## src/rtl/crypto_blk_ctrl.sv

```systemverilog
// Register front end and run sequencer for a block cipher core:
// text/state/key storage, lock checks, watchdog and sticky status.
module crypto_blk_ctrl #(
   parameter int BLOCK_WORDS = 4,
   parameter int KEY_WORDS   = 6,
   parameter int NUM_KEYS    = 3,
   parameter int TO_WIDTH    = 16,
   parameter int TO_DEFAULT  = 1024
) (
   input  logic                      clk_i,
   input  logic                      rst_i,
   input  logic [7:0]                reglk_i,
   input  logic                      bus_valid_i,
   input  logic                      bus_write_i,
   input  logic [31:0]               bus_addr_i,
   input  logic [31:0]               bus_wdata_i,
   input  logic [3:0]                bus_wstrb_i,
   output logic [31:0]               bus_rdata_o,
   output logic                      bus_ready_o,
   output logic                      bus_error_o,
   output logic                      core_start_o,
   output logic [32*BLOCK_WORDS-1:0] core_text_o,
   output logic [32*BLOCK_WORDS-1:0] core_state_o,
   output logic [32*KEY_WORDS-1:0]   core_key_o,
   input  logic [32*BLOCK_WORDS-1:0] core_out_i,
   input  logic                      core_out_valid_i,
   output logic                      irq_o
);
   localparam int KSEL_W = (NUM_KEYS > 1) ? $clog2(NUM_KEYS) : 1;

   typedef enum logic [1:0] {IDLE, LAUNCH, RUN} state_t;

   state_t              state, state_nx;
   logic [31:0]         text   [BLOCK_WORDS];
   logic [31:0]         blk    [BLOCK_WORDS];
   logic [31:0]         result [BLOCK_WORDS];
   logic [31:0]         key    [NUM_KEYS][KEY_WORDS];
   logic [KSEL_W-1:0]   ksel, ksel_new;
   logic [TO_WIDTH-1:0] tmo_val, cnt;
   logic                done, tmo, err, busy;
   logic                ready, c_ok, c_bad, c_busy;
   logic [31:0]         widx, rd_val, to_merged;
   logic                is_ctrl, is_stat, is_to, is_text;
   logic                is_blk, is_res, is_key;
   logic                wr_ok, wr_bad, capture, commit;
   logic                launch, fin_ok, fin_to, go, clr;
   logic                addr_unused;

   function automatic logic [31:0] merge(input logic [31:0] old,
                                         input logic [31:0] nw,
                                         input logic [3:0]  be);
      logic [31:0] r;
      for (int b = 0; b < 4; b++)
         r[b*8 +: 8] = be[b] ? nw[b*8 +: 8] : old[b*8 +: 8];
      return r;
   endfunction

   assign widx        = {25'd0, bus_addr_i[8:2]};
   assign addr_unused = ^{bus_addr_i[31:9], bus_addr_i[1:0]};
   assign ksel_new    = bus_wdata_i[8 +: KSEL_W];
   assign go          = bus_wdata_i[0];
   assign clr         = bus_wdata_i[1];
   assign busy        = (state != IDLE);
   assign capture     = bus_valid_i && !ready;
   assign commit      = bus_valid_i && ready;
   assign bus_ready_o = ready;
   assign to_merged   = merge(32'(tmo_val), bus_wdata_i, bus_wstrb_i);

   always_comb begin
      is_ctrl = (widx == 32'd0);
      is_stat = (widx == 32'd1);
      is_to   = (widx == 32'd2);
      is_text = (widx >= 32'd16) && (widx < 32'(16 + BLOCK_WORDS));
      is_blk  = (widx >= 32'd32) && (widx < 32'(32 + BLOCK_WORDS));
      is_res  = (widx >= 32'd48) && (widx < 32'(48 + BLOCK_WORDS));
      is_key  = (widx >= 32'd64)
             && (((widx - 32'd64) >> 3) < 32'(NUM_KEYS))
             && ({29'd0, widx[2:0]} < 32'(KEY_WORDS));
   end

   always_comb begin
      rd_val = '0;
      unique case (1'b1)
         is_ctrl: if (!reglk_i[0]) rd_val[8 +: KSEL_W] = ksel;
         is_stat: if (!reglk_i[6]) rd_val[3:0] = {err, tmo, done, busy};
         is_to:   rd_val[TO_WIDTH-1:0] = tmo_val;
         is_text: if (!reglk_i[2]) begin
            for (int i = 0; i < BLOCK_WORDS; i++)
               if (widx == 32'(16 + i)) rd_val = text[i];
         end
         is_res: if (!reglk_i[4]) begin
            for (int i = 0; i < BLOCK_WORDS; i++)
               if (widx == 32'(48 + i)) rd_val = result[i];
         end
         default: ;
      endcase
   end

   // CTRL while busy is accepted only for its clear bit.
   always_comb begin
      wr_ok  = 1'b0;
      wr_bad = 1'b0;
      if (bus_write_i) begin
         unique case (1'b1)
            is_ctrl: if (!reglk_i[1] && bus_wstrb_i != 4'd0) begin
               wr_ok = 1'b1;
               if (busy) wr_bad = go || (ksel_new != ksel);
               else      wr_bad = go && (32'(ksel_new) >= 32'(NUM_KEYS));
            end
            is_to: wr_ok = !reglk_i[1];
            is_text: if (!reglk_i[3]) begin
               wr_ok  = !busy;
               wr_bad = busy;
            end
            is_blk: if (!reglk_i[7]) begin
               wr_ok  = !busy;
               wr_bad = busy;
            end
            is_key: if (!reglk_i[5]) begin
               wr_ok  = !busy;
               wr_bad = busy;
            end
            default: ;
         endcase
      end
   end

   assign launch = commit && c_ok && is_ctrl && bus_write_i
                && go && !c_busy && !c_bad;
   assign fin_ok = (state == RUN) && core_out_valid_i;
   assign fin_to = (state == RUN) && !core_out_valid_i
                && (tmo_val != '0) && (cnt == tmo_val - TO_WIDTH'(1));

   always_ff @(posedge clk_i) begin
      if (rst_i) state <= IDLE;
      else       state <= state_nx;
   end

   always_comb begin
      state_nx     = state;
      core_start_o = 1'b0;
      unique case (state)
         IDLE:   if (launch) state_nx = LAUNCH;
         LAUNCH: begin
            core_start_o = 1'b1;
            state_nx     = RUN;
         end
         RUN:    if (fin_ok || fin_to) state_nx = IDLE;
         default: state_nx = IDLE;
      endcase
   end

   // Accept decision is taken with ready and applied one edge later.
   always_ff @(posedge clk_i) begin
      if (rst_i) begin
         ready       <= 1'b0;
         bus_rdata_o <= '0;
         bus_error_o <= 1'b0;
         c_ok        <= 1'b0;
         c_bad       <= 1'b0;
         c_busy      <= 1'b0;
      end else begin
         ready       <= capture;
         bus_rdata_o <= capture ? rd_val : '0;
         bus_error_o <= capture && wr_bad;
         if (capture) begin
            c_ok   <= wr_ok;
            c_bad  <= wr_bad;
            c_busy <= busy;
         end
      end
   end

   always_ff @(posedge clk_i) begin
      if (rst_i) begin
         for (int i = 0; i < BLOCK_WORDS; i++) begin
            text[i]   <= '0;
            blk[i]    <= '0;
            result[i] <= '0;
         end
         for (int k = 0; k < NUM_KEYS; k++)
            for (int w = 0; w < KEY_WORDS; w++)
               key[k][w] <= '0;
         ksel    <= '0;
         tmo_val <= TO_WIDTH'(TO_DEFAULT);
         cnt     <= '0;
         done    <= 1'b0;
         tmo     <= 1'b0;
         err     <= 1'b0;
         irq_o   <= 1'b0;
      end else begin
         irq_o <= fin_ok || fin_to;
         if (state == LAUNCH)   cnt <= '0;
         else if (state == RUN) cnt <= cnt + TO_WIDTH'(1);
         if (commit && c_ok) begin
            if (is_ctrl) begin
               if (clr) begin
                  err <= 1'b0;
                  if (!c_busy) begin
                     done <= 1'b0;
                     tmo  <= 1'b0;
                  end
               end
               if (!c_busy) ksel <= ksel_new;
            end
            if (is_to) tmo_val <= to_merged[TO_WIDTH-1:0];
            for (int i = 0; i < BLOCK_WORDS; i++) begin
               if (is_text && widx == 32'(16 + i))
                  text[i] <= merge(text[i], bus_wdata_i, bus_wstrb_i);
               if (is_blk && widx == 32'(32 + i))
                  blk[i] <= merge(blk[i], bus_wdata_i, bus_wstrb_i);
            end
            for (int k = 0; k < NUM_KEYS; k++)
               for (int w = 0; w < KEY_WORDS; w++)
                  if (is_key && widx == 32'(64 + k*8 + w))
                     key[k][w] <= merge(key[k][w], bus_wdata_i, bus_wstrb_i);
         end
         if (launch) begin
            done <= 1'b0;
            tmo  <= 1'b0;
         end
         if (fin_ok) begin
            done <= 1'b1;
            for (int i = 0; i < BLOCK_WORDS; i++)
               result[i] <= core_out_i[i*32 +: 32];
         end
         if (fin_to) tmo <= 1'b1;
         if (commit && c_bad) err <= 1'b1;
      end
   end

   always_comb begin
      core_text_o  = '0;
      core_state_o = '0;
      for (int i = 0; i < BLOCK_WORDS; i++) begin
         core_text_o[i*32 +: 32]  = text[i];
         core_state_o[i*32 +: 32] = blk[i];
      end
   end

   always_comb begin
      core_key_o = '0;
      for (int k = 0; k < NUM_KEYS; k++)
         if (32'(ksel) == 32'(k))
            for (int w = 0; w < KEY_WORDS; w++)
               core_key_o[w*32 +: 32] = key[k][w];
   end
endmodule
```

## config.mk

```make
export PLATFORM = sky130hd
export DESIGN_NAME = crypto_blk_ctrl
export DESIGN_NICKNAME = d
export VERILOG_FILES = /design/src/rtl/crypto_blk_ctrl.sv
export SDC_FILE = /design/constraint.sdc
export NUM_CORES = 2
export LEC_CHECK = 0
export ABC_AREA = 1
export CAP_MARGIN = 15
export CELL_PAD_IN_SITES_DETAIL_PLACEMENT = 1
export CELL_PAD_IN_SITES_GLOBAL_PLACEMENT = 1
export CORE_ASPECT_RATIO = 0.75
export CORE_MARGIN = 2
export CORE_UTILIZATION = 47
export CTS_BUF_LIST = sky130_fd_sc_hd__clkbuf_4
export DETAILED_ROUTE_END_ITERATION = 8
export GPL_ROUTABILITY_DRIVEN = 1
export GPL_TIMING_DRIVEN = 1
export PLACE_DENSITY = 0.84
export SETUP_SLACK_MARGIN = 0.5
export SLEW_MARGIN = 25
export SYNTH_ARGS = -nofsm -noshare
export SYNTH_HDL_FRONTEND = slang
export SYNTH_SLANG_ARGS = --single-unit
```

## constraint.sdc

```tcl
create_clock -name clk_i -period 7.88 [get_ports clk_i]
set_clock_uncertainty 0.15 [all_clocks]
set_input_delay 1.576 -clock clk_i [delete_from_list [all_inputs] [get_ports clk_i]]
set_output_delay 1.576 -clock clk_i [all_outputs]
set_load 0.05 [all_outputs]
```

==> summary.txt <==
Run status
  • Status: finished clean

Setup path
  • CP max stage cell: clkdlybuf4s50_1
  • CP Max Fanout: between 150 and 200
  • Required time worst endpoint: 6.15 ns
  • Top cell family by delay on the critical path: buffers and inverters
  • CP Data Arrival Time: 4.62 ns
  • Critical Path End Type: output pin
  • Worst setup path category: reg -> out
  • Crit-path max cell delay: 0.85 ns
  • Number of buffers and inverters on the critical path: 3
  • Worst-path cell chain: inv_1 > nor2_4 > buf_12 > nand2_1 > nand3_1 > clkdlybuf4s50_1
  • Worst Setup Start Kind: register

STA
  • FMAX: about 0.16 GHz
  • Measured slew at the worst slew-check pin: 1.070 ns
  • Setup_tns: 0 ns
  • Crit path time final: 6.350 ns
  • RSZ-0062 raised after global routing: no
  • Slew Viols, Final: 0
  • Final setup violation count: 0
  • Hold Fails Final Rpt: 0
  • Slew HR: between 20% and 30%
  • Final period util: 80.59%

Finish
  • Area taken by multi-input logic gates: 11320 µm²
  • Layout filler cell count: 9973
  • Synthesis-to-layout area growth: 25.49%
  • Cell area after layout: 54890 µm²
  • Fin nets: about 5200
  • Share of layout cells above drive strength 1: between 10% and 20%
  • Sequential cell area: 30370 µm²

Pwr
  • Switching pwr: 3039 µW
  • P per Cell Area: 216.3 nW/µm²
  • Leakage: 0.02169 µW
  • Clock share of power: between 30% and 40%
  • Net Sw Frac: 25.59%
  • Register share of total power: 52.5%
  • Internal power: about 8800 µW
  • Combinational Power Share: just over 8%
  • Worst VDD drop: 0.1231 mV

Synth
  • Synth Instances: about 4200
  • Avg Cell Area, Syn: a little over 10 µm²
  • Number of distinct library cells after synthesis: 42
  • Synth warn: 0
  • Post-Syn Nets: 4419
  • Synth Register Bits: 1037
  • Cell Area, Synth: 43740 µm²
  • Sequential-to-total area share from yosys stat: between 60% and 70%

Routing
  • Post-route antenna net violation count: 0
  • Via count: 36210
  • Post-route DRC: 0
  • Via density: 5.707
  • Highest routed layer: met5
  • Wire length per cell: 25.29 µm
  • First-pass detailed-route iteration total: 6
  • M1 WL: 62080 µm
  • Metal2 WL: 77150 µm
  • Post-Route WL: between 150000 and 200000 µm
  • Wire length on met3: 13900 µm
  • Initial DRC count: 3762

Clock network
  • Post-CTS Setup Repair Bufs: 0
  • Worst-skew pair later-pin latency: 1.22 ns
  • Clock Path Buffers: 4
  • TritonCTS clock tree: done
  • Clock buffer count from CTS: 281
  • Post-cts sizing count: 0
  • CTS root buf: clkbuf_4
  • CTS Hold Bufs: 0
  • Clk slew on worst S/H paths: 0.08 ns
  • H-tree levels: 5
  • Clock sinks: 1037

GRT
  • Largest net degree at the start of global routing: ~190
  • Initial antenna violation count: 18
  • Number of global-route vias before repair: 37700
  • Global-route wire length before repair: ~230000 µm
  • Gr usage total: about a third
  • Grt ovf: 0

Floorplan
  • Core footprint: 91890 µm²
  • Die Footprint: 95550 µm²
  • Num rows: 96
  • Num ports: 693
  • Initial core utilization: 47.61%
  • Die height: 268.2 µm
  • Chip width: 356.3 µm

Worst hold path
  • Hold Path Class: reg -> reg

Place
  • Final HPWL from detailed placement: 107900 µm
  • Post-placement cell area: roughly 50000 µm²
  • RePlAce Congestion: 0.9083
  • Buffers on Ports: 667

Job
  • Max-cap violation count: 0
[kinds of logic (layout without fill, tap and decap cells)]
| group | after synthesis | after routing | synth area share (%) |
|---|---|---|---|
| and+or+nand+nor | 2226 | 2226 | 20.79 |
| xor gates and xnor gates | 11 | 11 | 0.2202 |
| adders and majority gates | 2 | 2 | 0.05720 |
| buffers and inverters | 556 | 1452 | 4.925 |
| other | 0 | 16 | 0 |
| AOI/OAI and AO/OA | 376 | 376 | 4.579 |
| DFF | 1037 | 1037 | 69.42 |
[cells in the mapped netlist]
| master | count | area [µm²] |
|---|---|---|
| nor2_1 | 1049 | 3938 |
| edfxtp_1 | 960 | 28830 |
| nand2_1 | 735 | 2759 |
| nand3_1 | 363 | 1817 |
| clkbuf_1 | 255 | 957.2 |
| inv_1 | 216 | 810.8 |
| o21ai_0 | 168 | 840.8 |
| a21oi_1 | 110 | 550.5 |
| dfxtp_1 | 77 | 1541 |
| o21ai_1 | 50 | 250.2 |
| buf_2 | 39 | 195.2 |
| nand4_1 | 36 | 225.2 |
| o211ai_1 | 31 | 232.7 |
| clkinv_1 | 28 | 105.1 |
| nor3_1 | 11 | 55.05 |
| nor2_2 | 9 | 56.30 |
| inv_2 | 7 | 26.28 |
| nor2_4 | 6 | 67.56 |
| o32ai_1 | 6 | 52.55 |
| xnor2_1 | 6 | 52.55 |
| buf_1 | 5 | 18.77 |
| xor2_1 | 5 | 43.79 |
| buf_4 | 4 | 30.03 |
| nand3b_1 | 4 | 30.03 |
| a31oi_1 | 3 | 18.77 |
| nand3_2 | 3 | 30.03 |
| o22ai_1 | 3 | 18.77 |
| ha_1 | 2 | 25.02 |
| nand2_4 | 2 | 22.52 |
| nor2_8 | 2 | 40.04 |
| o31ai_1 | 2 | 15.01 |
| a21boi_0 | 1 | 7.510 |
| a41oi_1 | 1 | 8.760 |
| and2_1 | 1 | 6.260 |
| clkinv_2 | 1 | 5.000 |
| inv_4 | 1 | 6.260 |
| nand2_2 | 1 | 6.260 |
| nor3_2 | 1 | 10.01 |
| nor4_1 | 1 | 6.260 |
| nor4_4 | 1 | 21.27 |
| o21a_1 | 1 | 7.510 |
| or2_2 | 1 | 6.260 |
[power by group through the flow]
stage | clock [µW] | sequential [µW] | combinational, µW
2_1_floorplan | 0 | 6490 | 352
3_3_place_gp | 0 | 6340 | 943
3_5_place_dp | 0 | 6350 | 963
4_1_cts | 4700 | 6230 | 968
5_1_grt | 4980 | 6240 | 1010
6_report | 4670 | 6230 | 974
[layout by cell type, fill, tap and decap left out, types with 21 or more instances in the layout]
| cell | n |
|---|---|
| nor2_1 | 1046 |
| edfxtp_1 | 960 |
| nand2_1 | 733 |
| clkdlybuf4s50_1 | 667 |
| clkbuf_4 | 400 |
| nand3_1 | 352 |
| inv_1 | 215 |
| o21ai_1 | 124 |
| a21oi_1 | 110 |
| o21ai_0 | 93 |
| buf_4 | 82 |
| dfxtp_1 | 77 |
| clkinv_1 | 45 |
| nand4_1 | 36 |
| o211ai_1 | 31 |
| inv_2 | 21 |
[area by class of cell]
class,instances,area share (%)
Timing Repair Buffer,754,13.49
Sequential cell,1037,55.32
Antenna cell,16,0.07294
Clock inverter,45,0.4627
Clock buffer,400,5.470
Inverter,253,1.755
Tap cell,1225,2.792
Multi-Input combinational cell,2615,20.63
[worst min-delay path, cell delays in order, from the launching register on]
cell,delay (ns)
dfxtp_1,0.31
nand2_1,0.06
a21oi_1,0.05
[through the flow]
step / instances / util, % / setup WS [ns] / hold WS [ns] / power, µW
after CTS: 6327 / 59.64 / 1.494 / 0.3197 / 11900
final: 6345 / 59.74 / 1.530 / 0.3242 / 11870
after detailed placement: 5882 / 56.09 / 1.795 / 0.3055 / 7312
after global routing: 6343 / 59.73 / 1.356 / 0.3536 / 12230
after global placement: 5882 / 56.08 / 1.986 / 0.3059 / 7279
after floorplan: 4208 / - / 2.375 / 0.2934 / 6846
[path summary, 6_finish.rpt]
check | startpoint | endpoint | slack [ns] | cells after the start
hold reg to reg | tmo$_SDFFE_PP0P_ | tmo$_SDFFE_PP0P_ | 0.32 | 2
setup reg to reg | bus_ready_o$_SDFF_PP0_ | blk[1][5]$_SDFFCE_PN0P_ | 3.77 | 6
setup / recovery | ksel[1]$_SDFFE_PP0P_ | core_key_o[178] | 1.53 | 6
hold / removal | tmo$_SDFFE_PP0P_ | tmo$_SDFFE_PP0P_ | 0.32 | 2
[state kept, by name, summed over array words and instances, names as in the netlist, 2 cells and up]
name and count:
bus_rdata_o 32, result 128, ksel 2, state 2, tmo_val 16, blk 128, key 576, cnt 16
text 128
[per-layer routing]
layer	track usage, %	vias up
met3	6.085	417
met2	53.83	1920
li1	-	15700
met4	17.30	8
met1	42.86	18160
met5	0	-
No activity file was read; power rests on OpenSTA's default activity.
